===== src/rtl/lemming_pkg.sv =====
`default_nettype none
// +----------------------------------------------------------------------+
// | lemming_pkg                                                          |
// | Phase encoding, event codes, FIFO entry type, saturating helpers.    |
// | Rev 1.0                                                              |
// +----------------------------------------------------------------------+
package lemming_pkg;

  typedef enum logic [2:0] {
    PH_WALK_L = 3'd0,
    PH_WALK_R = 3'd1,
    PH_DIG    = 3'd2,
    PH_FALL   = 3'd3,
    PH_NONE   = 3'd4
  } phase_t;

  localparam logic [2:0] c_evt_turn_r     = 3'd0;
  localparam logic [2:0] c_evt_turn_l     = 3'd1;
  localparam logic [2:0] c_evt_dig_start  = 3'd2;
  localparam logic [2:0] c_evt_fall_start = 3'd3;
  localparam logic [2:0] c_evt_land       = 3'd4;
  localparam logic [2:0] c_evt_splat      = 3'd5;
  localparam logic [2:0] c_evt_err        = 3'd6;

  typedef struct packed {
    logic [2:0] code;
    logic [7:0] data;
  } evt_entry_t;

  function automatic logic [7:0] sat_inc8(input logic [7:0] v);
    return (v == 8'hFF) ? v : v + 8'd1;
  endfunction

  function automatic logic [7:0] sat_dec8(input logic [7:0] v);
    return (v == 8'h00) ? v : v - 8'd1;
  endfunction

endpackage
`default_nettype wire


===== src/rtl/lemming_evt_fifo.sv =====
`default_nettype none
// +----------------------------------------------------------------------+
// | lemming_evt_fifo                                                     |
// | Shift-register event FIFO; the head is always entry 0 (registered).  |
// | Rev 1.0                                                              |
// +----------------------------------------------------------------------+
module lemming_evt_fifo
  import lemming_pkg::*;
#(
  parameter int FIFO_DEPTH = 4
) (
  input  logic       clk,
  input  logic       rst,
  input  logic       i_push,
  input  evt_entry_t i_data,
  output logic       o_full,
  input  logic       i_pop,
  output logic       o_empty,
  output evt_entry_t o_head
);

  localparam int CW = $clog2(FIFO_DEPTH + 1);

  evt_entry_t     r_mem [FIFO_DEPTH];
  evt_entry_t     w_up  [FIFO_DEPTH];
  logic [CW-1:0]  r_count;
  logic           r_empty;
  logic           w_pop;
  logic           w_push;
  logic [CW-1:0]  w_wr_idx;
  logic [CW-1:0]  w_count_nxt;

  assign w_pop       = i_pop && !r_empty;
  assign o_full      = (r_count == CW'(FIFO_DEPTH));
  assign w_push      = i_push && (!o_full || w_pop);
  assign w_wr_idx    = r_count - CW'(w_pop);
  assign w_count_nxt = r_count + CW'(w_push) - CW'(w_pop);

  // Entry that slides into each slot on a pop; the tail refills with zero.
  for (genvar gi = 0; gi < FIFO_DEPTH; gi++) begin : g_shift
    if (gi == FIFO_DEPTH - 1) begin : g_tail
      assign w_up[gi] = '0;
    end else begin : g_body
      assign w_up[gi] = r_mem[gi+1];
    end
  end

  always_ff @(posedge clk) begin
    if (rst) begin
      r_count <= '0;
      r_empty <= 1'b1;
      for (int i = 0; i < FIFO_DEPTH; i++) r_mem[i] <= '0;
    end else begin
      r_count <= w_count_nxt;
      r_empty <= (w_count_nxt == '0);
      for (int i = 0; i < FIFO_DEPTH; i++) begin
        if (w_push && (w_wr_idx == CW'(i))) r_mem[i] <= i_data;
        else if (w_pop)                     r_mem[i] <= w_up[i];
      end
    end
  end

  assign o_empty = r_empty;
  assign o_head  = r_mem[0];

endmodule
`default_nettype wire


===== src/rtl/lemming_monitor.sv =====
`default_nettype none
// +----------------------------------------------------------------------+
// | lemming_monitor                                                      |
// | Tracks lemming phase/position and queues phase-transition events.    |
// | Optional statistics counters: define LEMMING_MON_STATS_EN.           |
// | Rev 1.0                                                              |
// +----------------------------------------------------------------------+
module lemming_monitor
  import lemming_pkg::*;
#(
  parameter logic [7:0] POS_X_INIT = 8'd128,
  parameter int         FIFO_DEPTH = 4
) (
  input  logic        clk,
  input  logic        areset,
  input  logic        walk_left,
  input  logic        walk_right,
  input  logic        aaah,
  input  logic        digging,
  input  logic        evt_ready,
  output logic        evt_valid,
  output logic [2:0]  evt_code,
  output logic [7:0]  evt_data,
  output logic [7:0]  pos_x,
  output logic [7:0]  pos_y,
  output logic [7:0]  last_fall_len,
  output logic        dead,
  output logic        evt_overflow,
  output logic [15:0] turn_cnt,
  output logic [15:0] fall_cnt
);

  phase_t     r_prev, w_prev_nxt, w_cur;
  logic [7:0] r_pos_x, r_pos_y, r_fall_len, r_last_fall;
  logic [7:0] w_pos_x_nxt, w_pos_y_nxt, w_fall_nxt, w_last_nxt;
  logic       r_dead, w_dead_nxt, r_overflow;
  logic       w_legal, w_evt_vld, w_full, w_empty, w_drop;
  evt_entry_t w_evt, w_head;

  always_comb begin
    w_legal = 1'b1;
    case ({walk_left, walk_right, digging, aaah})
      4'b1000: w_cur = PH_WALK_L;
      4'b0100: w_cur = PH_WALK_R;
      4'b0010: w_cur = PH_DIG;
      4'b0001: w_cur = PH_FALL;
      4'b0000: w_cur = PH_NONE;
      default: begin w_cur = PH_NONE; w_legal = 1'b0; end
    endcase
  end

  always_comb begin
    w_evt_vld   = 1'b0;
    w_evt.code  = c_evt_err;
    w_evt.data  = r_pos_x;
    w_prev_nxt  = r_prev;
    w_pos_x_nxt = r_pos_x;
    w_pos_y_nxt = r_pos_y;
    w_fall_nxt  = r_fall_len;
    w_last_nxt  = r_last_fall;
    w_dead_nxt  = r_dead;
    if (!r_dead) begin
      // Walking straight into "nothing" cannot happen for a live lemming.
      if (!w_legal || (w_cur == PH_NONE && r_prev != PH_FALL && r_prev != PH_NONE)) begin
        w_evt_vld = 1'b1;
      end else begin
        w_prev_nxt = w_cur;
        w_fall_nxt = '0;
        case (w_cur)
          PH_WALK_L: begin
            w_pos_x_nxt = sat_dec8(r_pos_x);
            if (r_prev == PH_WALK_R) begin w_evt_vld = 1'b1; w_evt.code = c_evt_turn_l; end
            else if (r_prev == PH_FALL) begin w_evt_vld = 1'b1; w_evt.code = c_evt_land; end
          end
          PH_WALK_R: begin
            w_pos_x_nxt = sat_inc8(r_pos_x);
            if (r_prev == PH_WALK_L) begin w_evt_vld = 1'b1; w_evt.code = c_evt_turn_r; end
            else if (r_prev == PH_FALL) begin w_evt_vld = 1'b1; w_evt.code = c_evt_land; end
          end
          PH_DIG: begin
            w_pos_y_nxt = sat_inc8(r_pos_y);
            if (r_prev == PH_WALK_L || r_prev == PH_WALK_R) begin
              w_evt_vld = 1'b1; w_evt.code = c_evt_dig_start;
            end
          end
          PH_FALL: begin
            w_pos_y_nxt = sat_inc8(r_pos_y);
            w_fall_nxt  = sat_inc8(r_fall_len);
            if (r_prev != PH_FALL && r_prev != PH_NONE) begin
              w_evt_vld = 1'b1; w_evt.code = c_evt_fall_start;
            end
          end
          default: begin
            if (r_prev == PH_FALL) begin
              w_evt_vld = 1'b1; w_evt.code = c_evt_splat; w_dead_nxt = 1'b1;
            end
          end
        endcase
        if (w_evt_vld && (w_evt.code == c_evt_land || w_evt.code == c_evt_splat)) begin
          w_evt.data = r_fall_len;
          w_last_nxt = r_fall_len;
        end
      end
    end
  end

  always_ff @(posedge clk) begin
    if (areset) begin
      r_prev      <= PH_WALK_L;
      r_pos_x     <= POS_X_INIT;
      r_pos_y     <= '0;
      r_fall_len  <= '0;
      r_last_fall <= '0;
      r_dead      <= 1'b0;
      r_overflow  <= 1'b0;
    end else begin
      r_prev      <= w_prev_nxt;
      r_pos_x     <= w_pos_x_nxt;
      r_pos_y     <= w_pos_y_nxt;
      r_fall_len  <= w_fall_nxt;
      r_last_fall <= w_last_nxt;
      r_dead      <= w_dead_nxt;
      if (w_drop) r_overflow <= 1'b1;
    end
  end

  assign w_drop = w_evt_vld && w_full && !(evt_ready && !w_empty);

  lemming_evt_fifo #(.FIFO_DEPTH(FIFO_DEPTH)) u_fifo (
    .clk     (clk),
    .rst     (areset),
    .i_push  (w_evt_vld),
    .i_data  (w_evt),
    .o_full  (w_full),
    .i_pop   (evt_ready),
    .o_empty (w_empty),
    .o_head  (w_head)
  );

`ifdef LEMMING_MON_STATS_EN
  logic [15:0] r_turn_cnt, r_fall_cnt;

  always_ff @(posedge clk) begin
    if (areset) begin
      r_turn_cnt <= '0;
      r_fall_cnt <= '0;
    end else if (w_evt_vld) begin
      if ((w_evt.code == c_evt_turn_r || w_evt.code == c_evt_turn_l) && r_turn_cnt != 16'hFFFF)
        r_turn_cnt <= r_turn_cnt + 16'd1;
      if (w_evt.code == c_evt_fall_start && r_fall_cnt != 16'hFFFF)
        r_fall_cnt <= r_fall_cnt + 16'd1;
    end
  end

  assign turn_cnt = r_turn_cnt;
  assign fall_cnt = r_fall_cnt;
`else
  assign turn_cnt = '0;
  assign fall_cnt = '0;
`endif

  assign evt_valid     = !w_empty;
  assign evt_code      = w_head.code;
  assign evt_data      = w_head.data;
  assign pos_x         = r_pos_x;
  assign pos_y         = r_pos_y;
  assign last_fall_len = r_last_fall;
  assign dead          = r_dead;
  assign evt_overflow  = r_overflow;

endmodule
`default_nettype wire


===== config.mk =====
export PLATFORM = sky130hd
export DESIGN_NAME = lemming_monitor
export DESIGN_NICKNAME = d
export VERILOG_FILES = /design/src/rtl/lemming_pkg.sv /design/src/rtl/lemming_evt_fifo.sv /design/src/rtl/lemming_monitor.sv
export SDC_FILE = /design/constraint.sdc
export NUM_CORES = 1
export LEC_CHECK = 0
export CORE_UTILIZATION = 40
export CTS_CLUSTER_SIZE = 25
export DETAILED_ROUTE_END_ITERATION = 10
export SETUP_SLACK_MARGIN = 0.5
export SLEW_MARGIN = 25
export SYNTH_ARGS = -nofsm -noshare
export SYNTH_HDL_FRONTEND = slang
export SYNTH_SLANG_ARGS = --single-unit

===== constraint.sdc =====
create_clock -name clk -period 4.6 [get_ports clk]
set_input_delay 0.92 -clock clk [delete_from_list [all_inputs] [get_ports clk]]
set_output_delay 0.92 -clock clk [all_outputs]
set_load 0.01 [all_outputs]

==> summary.txt <==
Die
  • Die area: 12700 um^2
  • Die Width: 113 um
  • Core Area: 12000 um^2
  • Initial Util: 0.410
  • Row count: 40
  • Num ports: 77
  • Die Span Y: 113 um

Drt
  • Via/cell ratio: 5.42
  • Detailed Route WL: 10.0 mm
  • DRC: 0
  • Vias: 3731
  • Pre-antenna DRT Iters: 4
  • Antenna-violating nets left: 0
  • Post-DR wirelength/cell: 14.5 um
  • Initial DRC Count: 132

Logic synthesis
  • Synth Instances: 503
  • Asr flop ratio synth: 0
  • #FFs+latches synth: 85
  • Syn_area_per_cell: 9.75 um^2
  • Post-synth EDFFs: 44
  • Mapped Area: 4900 um^2
  • Register area share after synthesis: 0.437
  • Synth Flop Type: edfxtp_1
  • YS warnings: 0
  • Yosys cell types: 59

Clock tree
  • CTS tree: yes
  • # hold bufs at CTS: 0
  • Clock buffer depth: 2
  • H-tree levels: 3
  • CTS root buffer: clkbuf_16
  • CTS Sinks: 85
  • CTS Buf Count: 9
  • Clock latency on the worst-skew pair: 0.35 ns
  • CTS clk-pin slew, worst paths: 0.06 ns

Timing
  • Setup Skew: 0.00938 ns
  • Max-slew violations: 0
  • Worst-margin pin slew: 0.949 ns
  • Max Clock Freq: 0.256 GHz
  • Final number of setup-violating endpoints: 0
  • Hold Fails Final Rpt: 0
  • RSZ-0062 raised after global routing: false
  • Min Tclk post-route: 3.90 ns
  • Setup_tns: 0 ns
  • Final WS setup: 0.701 ns
  • Slew margin rel.: 0.362
  • Crit share post-route: 0.848
  • Final Hold Slack: 0.499 ns

Min path
  • Hold WC Path Type: reg -> reg
  • Hold Path Stages: 2

Global routing
  • Vias in the first global route: 3456
  • Global-route wire length before repair: 16.8 mm
  • GRT Util Overall: 0.167
  • GRT Residual Overflow: 0
  • Largest net degree at the start of global routing: 47
  • Number of antenna violations at the first check in global routing: 0

Worst setup path
  • Critical path launch point: digging
  • Setup crit start kind: primary input
  • WP data required: 4.68 ns
  • Launch point of the worst reg-to-reg path: r_prev[2]
  • Worst setup path end: u_fifo.r_mem[0][1]
  • Reg2Reg Depth: 6
  • Crit path DAT: 3.98 ns
  • Worst R2R End: u_fifo.r_mem[0][1]
  • CP Max Fanout: 15
  • Worst R2R Setup Slack: 1.57 ns
  • Crit Path Category: in -> reg
  • Crit end category: flop

Power
  • Max rail drop VDD: 0.171 mV
  • Pleak: 2.11 nW
  • Power Density: 443 nW/um^2

Finish
  • Area Overhead vs Synth: 15.0%
  • Nets@finish: 557
  • Diodes inserted: 0
  • Layout cells sized above 1: 0.0887

Place
  • Place WS: 0.370 ns
  • Port Buf Inserts: 44
  • Detailed placement HPWL: 7.04 mm
  • RePlAce Congestion: 0.844

Run
  • Number of max-cap violations: 0

Status
  • Status: complete, no violations
==> placed cells by master, fill, tap and decap left out, types with 4 or more instances in the layout <==
cell             synthesis  layout
a21oi_1                 23      23
a31o_1                   8       8
and3_1                   8       8
buf_4                   35      13
clkbuf_16                0      10
clkdlybuf4s50_1          0      44
conb_1                   1      32
dfxtp_1                 41      41
edfxtp_1                44      44
ha_1                    12      12
inv_1                   12      12
mux2i_1                 20      19
nand2_1                 21      21
nand2b_1                 7       7
nand3_1                 29      29
nand4_1                 18      18
nor2_1                  54      54
nor2b_1                  5       4
nor3_1                  12      12
nor3b_1                  4       4
o211ai_1                 7       7
o21ai_0                  6       6
o22ai_1                 25      25
xnor2_1                 16      16
xor2_1                   9       9
==> layout make-up <==
class                           instances  area [um^2]
Sequential cell                        85         2140
Tap cell                              147          184
Inverter                               13         48.8
Clock inverter                          3         26.3
Timing Repair Buffer                   57          538
Fill cell                            1139         6320
Clock buffer                           13          272
Multi-Input combinational cell        370         2430
==> sequential cells by signal, summed over array words and instances (netlist names) <==
name / count
u_fifo.r_mem: 44
pos_y: 8
last_fall_len: 8
dead: 1
pos_x: 8
u_fifo.o_empty: 1
evt_overflow: 1
r_fall_len: 8
r_prev: 3
u_fifo.r_count: 3
==> critical path, stage by stage <==
cell             delay (ns)
clkdlybuf4s50_1        0.66
nor4b_2                0.65
a21oi_1                0.09
a221o_1                0.43
nand2b_1               0.51
mux2i_1                0.55
o22ai_1                0.16
==> cells in the mapped netlist (16+ instances only) <==
cell,n,share of area
clkbuf_1,17,0.013
nand3_1,29,0.030
a21oi_1,23,0.023
o22ai_1,25,0.032
nor2_1,54,0.041
nand2_1,21,0.016
dfxtp_1,41,0.17
xnor2_1,16,0.029
nand4_1,18,0.023
buf_4,35,0.054
mux2i_1,20,0.041
edfxtp_1,44,0.27
==> per-stage QoR <==
step           power (mW)  cells  instance area, um^2  utilization
2_1_floorplan        1.58    534                 5020            -
5_1_grt              2.64    688                 5640        0.471
3_5_place_dp         1.80    672                 5340        0.446
4_1_cts              2.52    688                 5630        0.471
6_report             2.50    688                 5640        0.471
3_3_place_gp         1.78    672                 5340        0.446
==> what timing repair did <==
item / in CTS / in global routing
endpoints found under the setup margin: 0 / 2
resized for setup: 0 / 1
setup buffers: 0 / 0
==> cells by family (layout without fill, tap and decap cells) <==
family | count (synthesis) | in the layout | synth area share
buffers and inverters | 79 | 86 | 0.0931
DFF | 85 | 85 | 0.437
other | 1 | 32 | 0.000765
adders and majority gates | 14 | 14 | 0.0388
and+or+nand+nor | 187 | 187 | 0.212
xor gates and xnor gates | 25 | 25 | 0.0447
muxes | 23 | 23 | 0.0523
AOI/OAI and AO/OA | 89 | 89 | 0.122
==> worst min path at each step <==
stage / start / to
2_1_floorplan: r_fall_len[1] / r_fall_len[1]
3_3_place_gp: evt_overflow / evt_overflow
3_5_place_dp: last_fall_len[4] / last_fall_len[4]
4_1_cts: last_fall_len[4] / last_fall_len[4]
5_1_grt: last_fall_len[4] / last_fall_len[4]
6_report: last_fall_len[4] / last_fall_len[4]
==> where the power goes <==
group / total [mW] / switching (mW) / internal, mW
registers: 1.05 / 0.0585 / 0.993
logic: 0.729 / 0.422 / 0.307
clock network: 0.720 / 0.302 / 0.418
total: 2.50 / 0.782 / 1.72
==> routing by layer <==
metal / track usage / vias up / wire length (um)
li1: - / 1851 / -
met5: 0 / - / 0
met1: 0.209 / 1787 / 4440
met2: 0.276 / 76 / 5040
met3: 0.0289 / 17 / 295
met4: 0.0916 / 0 / 227
Note: power is estimated with default switching activity, not from simulation.
